<file path="src/rtl/uart_sched_pkg.sv">
// uart_sched_pkg: state encoding and framing constants shared by uart_tx_scheduler.
package uart_sched_pkg;
  typedef enum logic [1:0] {IDLE = 2'd0, HDR = 2'd1, SEND = 2'd2, GAP = 2'd3} state_e;
  localparam logic [4:0] HDR_TAG = 5'b10100;
  localparam int BYTES_PER_WORD = 4;
endpackage

</file>
<file path="src/rtl/rr_arbiter.sv">
// rr_arbiter: combinational round-robin pick of the first requester at or above ptr_i, wrapping.
module rr_arbiter #(
  parameter int NUM_REQ = 4
) (
  input  logic [NUM_REQ-1:0]         req_i,
  input  logic [$clog2(NUM_REQ)-1:0] ptr_i,
  output logic [NUM_REQ-1:0]         gnt_o,
  output logic [2:0]                 idx_o
);
  localparam int IW = $clog2(NUM_REQ);
  // Scan farthest offset first so the nearest requester to ptr_i is written last and wins.
  always_comb begin
    logic [IW-1:0] j;
    gnt_o = '0;
    idx_o = '0;
    for (int i = NUM_REQ - 1; i >= 0; i--) begin
      j = IW'((int'(ptr_i) + i) % NUM_REQ);
      if (req_i[j]) begin
        gnt_o = '0;
        gnt_o[j] = 1'b1;
        idx_o = 3'(j);
      end
    end
  end
endmodule

</file>
<file path="src/rtl/uart_tx_scheduler.sv">
// uart_tx_scheduler: round-robin shares one UART byte transmitter among NUM_REQ 32-bit word producers.
// Define UART_SCHED_HDR_EN to prefix every frame with header byte 0xA0|grant_id.
module uart_tx_scheduler
  import uart_sched_pkg::*;
#(
  parameter int NUM_REQ    = 4,
  parameter int GAP_CYCLES = 16
) (
  input  logic                  clk,
  input  logic                  reset_n,
  input  logic [NUM_REQ-1:0]    req_valid,
  input  logic [32*NUM_REQ-1:0] req_data,
  output logic [NUM_REQ-1:0]    req_ready,
  output logic [7:0]            tx_byte,
  output logic                  tx_byte_valid,
  input  logic                  tx_byte_ready,
  output logic [2:0]            grant_id,
  output logic                  busy,
  output logic                  frame_done
);
  localparam int IW = $clog2(NUM_REQ);
  state_e        state_q;
  logic [31:0]   word_q;
  logic [1:0]    idx_q;
  logic [7:0]    gap_q;
  logic [7:0]    tx_byte_q;
  logic [IW-1:0] rr_ptr_q;
  logic [2:0]    grant_id_q;
  logic          tx_valid_q;
  logic          frame_done_q;
  logic [NUM_REQ-1:0] gnt;
  logic [2:0]    gidx;
  logic [IW-1:0] gsel;
  logic [31:0]   gword;
  logic [1:0]    idx_d;
  rr_arbiter #(.NUM_REQ(NUM_REQ)) u_arb (
    .req_i (req_valid),
    .ptr_i (rr_ptr_q),
    .gnt_o (gnt),
    .idx_o (gidx)
  );
  assign gsel          = gidx[IW-1:0];
  assign gword         = req_data[{gsel, 5'd0} +: 32];
  assign idx_d         = idx_q - 2'd1;
  assign req_ready     = (state_q == IDLE && reset_n) ? gnt : '0;
  assign tx_byte       = tx_byte_q;
  assign tx_byte_valid = tx_valid_q;
  assign grant_id      = grant_id_q;
  assign busy          = state_q != IDLE;
  assign frame_done    = frame_done_q;
  always_ff @(posedge clk or negedge reset_n) begin
    if (!reset_n) begin
      state_q      <= IDLE;
      word_q       <= '0;
      idx_q        <= '0;
      gap_q        <= '0;
      rr_ptr_q     <= '0;
      grant_id_q   <= '0;
      tx_byte_q    <= '0;
      tx_valid_q   <= 1'b0;
      frame_done_q <= 1'b0;
    end else begin
      frame_done_q <= 1'b0;
      case (state_q)
        IDLE: if (|req_valid) begin
          word_q     <= gword;
          grant_id_q <= gidx;
          rr_ptr_q   <= (gsel == IW'(NUM_REQ - 1)) ? '0 : gsel + 1'b1;
          tx_valid_q <= 1'b1;
          idx_q      <= 2'(BYTES_PER_WORD - 1);
`ifdef UART_SCHED_HDR_EN
          state_q    <= HDR;
          tx_byte_q  <= {HDR_TAG, gidx};
`else
          state_q    <= SEND;
          tx_byte_q  <= gword[31:24];
`endif
        end
`ifdef UART_SCHED_HDR_EN
        HDR: if (tx_byte_ready) begin
          state_q   <= SEND;
          tx_byte_q <= word_q[31:24];
        end
`endif
        SEND: if (tx_byte_ready) begin
          if (idx_q == 2'd0) begin
            tx_valid_q   <= 1'b0;
            frame_done_q <= 1'b1;
            gap_q        <= 8'(GAP_CYCLES - 1);
            state_q      <= (GAP_CYCLES == 0) ? IDLE : GAP;
          end else begin
            idx_q     <= idx_d;
            tx_byte_q <= word_q[{idx_d, 3'd0} +: 8];
          end
        end
        GAP: if (gap_q == 8'd0) state_q <= IDLE; else gap_q <= gap_q - 8'd1;
        default: state_q <= IDLE;
      endcase
    end
  end
endmodule

</file>
<file path="config.mk">
export PLATFORM = sky130hd
export DESIGN_NAME = uart_tx_scheduler
export DESIGN_NICKNAME = d
export VERILOG_FILES = /design/src/rtl/uart_sched_pkg.sv /design/src/rtl/rr_arbiter.sv /design/src/rtl/uart_tx_scheduler.sv
export SDC_FILE = /design/constraint.sdc
export NUM_CORES = 1
export LEC_CHECK = 0
export ABC_AREA = 1
export CORE_MARGIN = 3
export CORE_UTILIZATION = 45
export CTS_BUF_LIST = sky130_fd_sc_hd__clkbuf_8 sky130_fd_sc_hd__clkbuf_16
export CTS_CLUSTER_SIZE = 28
export DETAILED_ROUTE_END_ITERATION = 8
export PLACE_DENSITY = 0.78
export SKIP_LAST_GASP = 1
export SLEW_MARGIN = 20
export SYNTH_ARGS = -nofsm -noshare
export SYNTH_HDL_FRONTEND = slang
export SYNTH_SLANG_ARGS = --single-unit
</file>
<file path="constraint.sdc">
create_clock -name clk -period 3 [get_ports clk]
set_clock_uncertainty 0.1 [all_clocks]
set_input_delay 0.6 -clock clk [delete_from_list [all_inputs] [get_ports clk]]
set_output_delay 0.6 -clock clk [all_outputs]
set_load 0.005 [all_outputs]
</file>
== Yosys cells after proc, flatten, opt, wreduce, memory -nomap -nowiden ==
Index checks and enable logic that the tools add are counted.

* RAM bits: 0
* Latch bits: 0
* Flip-flop bits (word level): 59
* Memory bits (read-only): 0
* Logic and storage cells: 101
* Memories: 0
* Input port bits: 135
* Output and inout port bits: 18

* Divide/modulo/power cells: 0
* Multiply operators: 0
* Equal/unequal tests: 9
* Bitwise operators: 0
* Mux-type cells: 50
* Add/subtract/negate cells: 6
* Reduce and logical (&&, ||, !) cells: 17
* $lt $le $gt $ge: 8
* Shift-type cells: 2

{| class="wikitable"
|+ Operator list
! kind !! count
|-
| $shiftx 128x8->32 || 1
|-
| $mux 8 || 6
|-
| $pmux 8 s2 || 2
|-
| $shiftx 32x6->8 || 1
|-
| $mux 2 || 10
|-
| $mux 4 || 5
|-
| $reduce_and 4->1 || 4
|-
| $mux 1 || 14
|-
| $lt 2x3->1 const B || 4
|-
| $ne 2x2->1 const B || 5
|-
| $bmux 1 s2 || 4
|-
| $demux 1 s2 || 4
|-
| $ge 2x1->1 const B || 4
|-
| $logic_not 8->1 || 1
|-
| $sub 8x1->8 const B || 1
|-
| $eq 2x2->1 const B || 3
|-
| $mux 3 || 2
|-
| $pmux 2 s3 || 1
|-
| $reduce_bool 2->1 || 3
|-
| $logic_and 1x1->1 || 5
|-
| $add 2x1->2 const B || 2
|-
| $add 2x2->2 const B || 2
|-
| $logic_not 2->1 || 2
|-
| $pmux 2 s2 || 1
|-
| 5 further kinds || 5
|}

== Longest topological paths before layout ==
Gate-level depths: netlist of the first run.

* Word-level depth: 10
* Mapped depth: 19
* Gate-level depth less buffers: 17

== Hierarchy ==
Synthesis of the first run repeated with hierarchy kept, for this count alone.

* Cell total of the unflattened synthesis: 666
* Area, all modules: 4322.9 µm²

{| class="wikitable"
|+ Modules (own cells, without submodules)
! module !! area an instance (µm²) !! sequential area each (µm²) !! times used !! cells each
|-
| uart_tx_scheduler || 3828.7 || 1476.4 || 1 || 581
|-
| rr_arbiter || 494.2 || 0.0 || 1 || 85
|}

== Worst setup path after synthesis of the first run ==
No wires, ideal clock.

* Path kind: register -> output
* Start point: reg rr_ptr_q[0]
* End point: out req_ready[1]
* Data required time: 2300 ps
* Slack: 600 ps
* Data arrival time: 1700 ps
* Buffers on the path: 1
* Stages on the path, launching flop included: 11
* Cell sequence: dfrtp_1 > buf_6 > inv_4 > ha_1 > inv_1 > nand3_2 > nand2_4 > inv_2 > or2_2 > a21oi_1 > nor3_1

* Longest elaborated chain between the ends: 10
* Elaborated cells on any way between the ends: 36
* Those cells by class: 3 x add/sub; 8 x order compare; 21 x mux; 4 x reduce/logical

{| class="wikitable"
|+ Ends and longest elaborated chain
! what !! line !! source
|-
| from (decl) || uart_tx_scheduler.sv:27 || <nowiki>logic [IW-1:0] rr_ptr_q;</nowiki>
|-
| from (signal assigned) || uart_tx_scheduler.sv:68 || <nowiki>rr_ptr_q <= (gsel == IW'(NUM_REQ - 1)) ? '0 : gsel + 1'b1;</nowiki>
|-
| $add 2x2->2 || rr_arbiter.sv:17 || <nowiki>j = IW'((int'(ptr_i) + i) % NUM_REQ);</nowiki>
|-
| $lt 2x3->1 (not written as such) / $ge 2x1->1 (equally long branches) || rr_arbiter.sv:20 || <nowiki>gnt_o[j] = 1'b1;</nowiki>
|-
| $logic_and 1x1->1 (not written as such) || rr_arbiter.sv:20 ||
|-
| $mux 1 (not written as such) || rr_arbiter.sv:20 ||
|-
| $demux 1 s2 || n/a ||
|-
| $mux 4 (3 in series) || rr_arbiter.sv:18 || <nowiki>if (req_i[j]) begin</nowiki>
|-
| $mux 4 * || rr_arbiter.sv:18 ||
|-
| $mux 4 * || uart_tx_scheduler.sv:45 || <nowiki>assign req_ready = (state_q == IDLE && reset_n) ? gnt : '0;</nowiki>
|-
| to (decl) || uart_tx_scheduler.sv:13 || <nowiki>output logic [NUM_REQ-1:0] req_ready,</nowiki>
|}

Every way passes the cells marked *; elsewhere a longest branch is shown, timed or not. The select of a mux whose other input is x is not followed.

== Final worst setup path of the first run ==
* Start point: in req_valid[1]
* End point: out req_ready[1]

* Longest elaborated chain between the ends: 7
* Elaborated cells on any way between the ends: 13
* Those cells by class: 13 x mux

{| class="wikitable"
|+ Ends and longest elaborated chain
! what !! line !! source
|-
| from (decl) || uart_tx_scheduler.sv:11 || <nowiki>input logic [NUM_REQ-1:0] req_valid,</nowiki>
|-
| $bmux 1 s2 || rr_arbiter.sv:18 ||
|-
| $mux 1 (not written as such) || rr_arbiter.sv:18 ||
|-
| $mux 4 (3 in series) || rr_arbiter.sv:18 ||
|-
| $mux 4 * || rr_arbiter.sv:18 ||
|-
| $mux 4 * || uart_tx_scheduler.sv:45 ||
|}

Marks and branches as above.

==> results of run 1 <==
[layout make-up]
class / count / area, µm²
clock buffer: 10 / 138
clock inverter: 6 / 57.6
fill: 870 / 3360
inverter: 118 / 448
multi-input combinational: 539 / 2520
sequential: 58 / 1450
tap: 133 / 166
timing repair buffer: 179 / 1730
[power by group through the flow]
stage,logic (mW),clock network (mW),registers (mW)
finish,4.97,0.710,1.38
global placement,4.86,0,1.39
floorplan,3.73,0,1.33
global route,5.72,0.757,1.42
detailed placement,4.94,0,1.39
CTS,4.99,0.722,1.38
[logic make-up (layout without fill, tap and decap cells)]
group / after synthesis / count (layout) / synth area share (%)
buffers and inverters: 153 / 313 / 14.3
other: 1 / 1 / 0.0817
adders and majority gates: 10 / 10 / 2.72
xor gates and xnor gates: 4 / 4 / 0.763
DFF: 58 / 58 / 31.6
and+or+nand+nor: 457 / 457 / 42.6
AOI/OAI and AO/OA: 67 / 67 / 8.01
[how the worst max path moves through the flow]
stage	end	startpoint	depth (start not counted)
finish	req_ready[1]	req_valid[1]	10
global placement	req_ready[0]	req_valid[3]	12
global route	req_ready[1]	req_valid[1]	10
CTS	req_ready[2]	req_valid[1]	12
detailed placement	req_ready[0]	req_valid[3]	12
floorplan	req_ready[1]	rr_ptr_q[0]$_DFFE_PN0P_	10
[per-stage QoR]
stage	utilization (%)	hold slack (ns)	instance area, µm²	setup TNS [ns]	instances
6_report	66.0	0.318	6510	0	1043
3_3_place_gp	63.6	0.363	6280	-1.53	1026
5_1_grt	66.0	0.373	6510	-0.0126	1043
2_1_floorplan	-	0.204	4590	0	750
3_5_place_dp	63.6	0.362	6280	-2.53	1026
4_1_cts	65.8	0.353	6490	-0.112	1042
[Yosys cell counts]
cell,n
ha_1,10
clkbuf_1,14
xnor2_1,1
buf_2,8
nor4_1,1
a22oi_1,4
o32ai_1,1
o211ai_1,3
o21a_1,2
o21ai_0,35
buf_4,2
a21oi_1,13
xor2_1,3
buf_6,8
inv_4,1
and2_1,1
a211oi_1,1
o21ai_1,7
nand3_1,63
buf_1,3
conb_1,1
nor3_1,2
nor3_4,1
nand2_4,5
nand2_2,7
nand2_1,332
nor2_2,1
o221ai_1,1
nand3b_1,9
inv_1,109
inv_2,8
nor2_1,26
nor3_2,1
or2_2,2
dfrtp_1,58
nand3_2,6
[flip-flops by register name, indices dropped and copies added (netlist names), 2 cells and up]
name,count
word_q,32
gap_q,8
tx_byte,8
grant_id,2
idx_q,2
rr_ptr_q,2
state_q,2
[metal layers]
layer / vias to the layer above / global-route usage (%) / share of wire (%)
met5: - / 0 / 0
met4: 0 / 9.22 / 2.7
met3: 24 / 4.70 / 5.7
met2: 152 / 40.5 / 49
met1: 2213 / 27.3 / 43
li1: 2595 / - / -
[worst max-delay path, cell delays in order]
cell and delay, ns:
clkdlybuf4s50_1 0.48, inv_1 0.07, nand2_1 0.09, nand3_2 0.12
nand2_4 0.09, inv_2 0.06, or2_2 0.27, a21oi_1 0.14
nor3_1 0.05, dlygate4sd2_1 0.26
[timing repair]
item | 4_1_cts | 5_1_grt
endpoints found under the setup margin | 4 | 5
buffers inserted | 0 | 1
gates resized for setup | 10 | 8
pin swaps | 0 | 2
==> flow_summary.yaml, run 1 <==
worst_setup_path:
  cp-end-kind: "output port"
  cp.required_ns: 2.30
  rr_worst_depth: 16
  cp.arrival_ns: 2.24
  path_max_fanout: 5
  r2r_start: "rr_ptr_q[0]$_DFFE_PN0P_"
  start_kind: "input pin"
  critical_path_class: "input pin to output port"
  reg2reg_to: "word_q[20]$_DFFE_PN0P_"
  r2r_slack_ns: 0.51
cts:
  ctsHoldBuffers: 0
  clock_latency_ns: 0.34
  cts_tree: "built"
  ctsHtreeMaxLevel: 3
  clock_path_buffers: 2
  clkSinkCount: 58
  clk_pin_slew_ns: 0.07
  cts-buffers-inserted: 9
  root_buffer: "clkbuf_8"
floorplanning:
  die_w_um: 107
  initial_utilization_pct: 46.5
  die_h_um: 107
  fp.coreArea_um2: 9860
  rows: 36
  dieArea_um2: 11500
  io_pins: 153
placement:
  place_ws_ns: -0.198
  dpl.hpwl_mm: 10.0
  gp_congestion: 0.861
  port_buffers: 151
drt:
  num_vias: 4984
  wl_per_cell_um: 12.1
  drtIter0Drc: 212
  dr.pass1.iters: 5
  routed_wl_mm: 12.7
  ant_nets: 0
  drcViolationCount: 0
  post_drt_via_cell_ratio: 4.78
pwr:
  p_sw_mw: 3.61
  irDropWorstVdd_v: 0.000603
  p_per_area_nw_per_um2: 1090
  p_clk_share_pct: 10.0
  pwr-share-comb_pct: 70.4
  pwr-share-seq_pct: 19.6
  p_leak_nw: 3.59
  p_int_mw: 3.45
  total_power_mw: 7.06
  swShare_pct: 51.1
logic_synthesis:
  synth_top_area_share_pct: 31.6
  ys_top_cells_by_area: "dfrtp_1 (32%), nand2_1 (27%), inv_1 (8.9%)"
  syn_inst: 750
  synth_area_um2: 4590
  ys_ff_latch: 58
  syn_avg_cell_area_um2: 6.12
  post-synth-top-area-cell: "dfrtp_1"
  syn-num-nets: 895
  ys_seq_area_share_pct: 31.6
  synth-warning-count: 0
  yosysUniqueCellTypes: 36
cells_and_area:
  final_cell_mix: "nand2_1 (330), clkdlybuf4s50_1 (144), inv_1 (108)"
  drive_above_1_share_pct: 9.34
  diodes: 0
  area_delta_synth_final_pct: 41.7
  nets: 1050
  layout_commonest_cell: "nand2_1"
grt:
  grt_max_degree: 59
  grt_pass1_wl_mm: 21.5
  grt_usage_pct: 23.0
  grt_antenna_before_repair: 0
  grt_pass1_vias: 4886
  overflow: 0
sta:
  slew_viol_final: 0
  post-route-period-util_pct: 97.8
  hold_violations: 0
  setup_viol: 0
  post-route-worst-setup-slack_ns: 0.0649
  fin_crit_ns: 2.94
  worst_pin_slew_ns: 0.719
  max_freq_ghz: 0.341
  slew_headroom_pct: 52.0
status:
  outcome: "finished, final reports clean"
worst_hold_path:
  hold_class: "input pin to async pin"
flow_run:
  drv_cap: 0
Power figures use the tool's default switching activity.
==> inputs of run 2 (changes only) <==
--- a/config.mk
+++ b/config.mk
@@ -11,6 +11,8 @@
 export CTS_BUF_LIST = sky130_fd_sc_hd__clkbuf_8 sky130_fd_sc_hd__clkbuf_16
 export CTS_CLUSTER_SIZE = 28
 export DETAILED_ROUTE_END_ITERATION = 8
+export GPL_ROUTABILITY_DRIVEN = 1
+export GPL_TIMING_DRIVEN = 1
 export PLACE_DENSITY = 0.78
 export SKIP_LAST_GASP = 1
 export SLEW_MARGIN = 20
==> results of run 2 <==
Same layout as run 1: the final DEF is identical, and so are final timing and power.
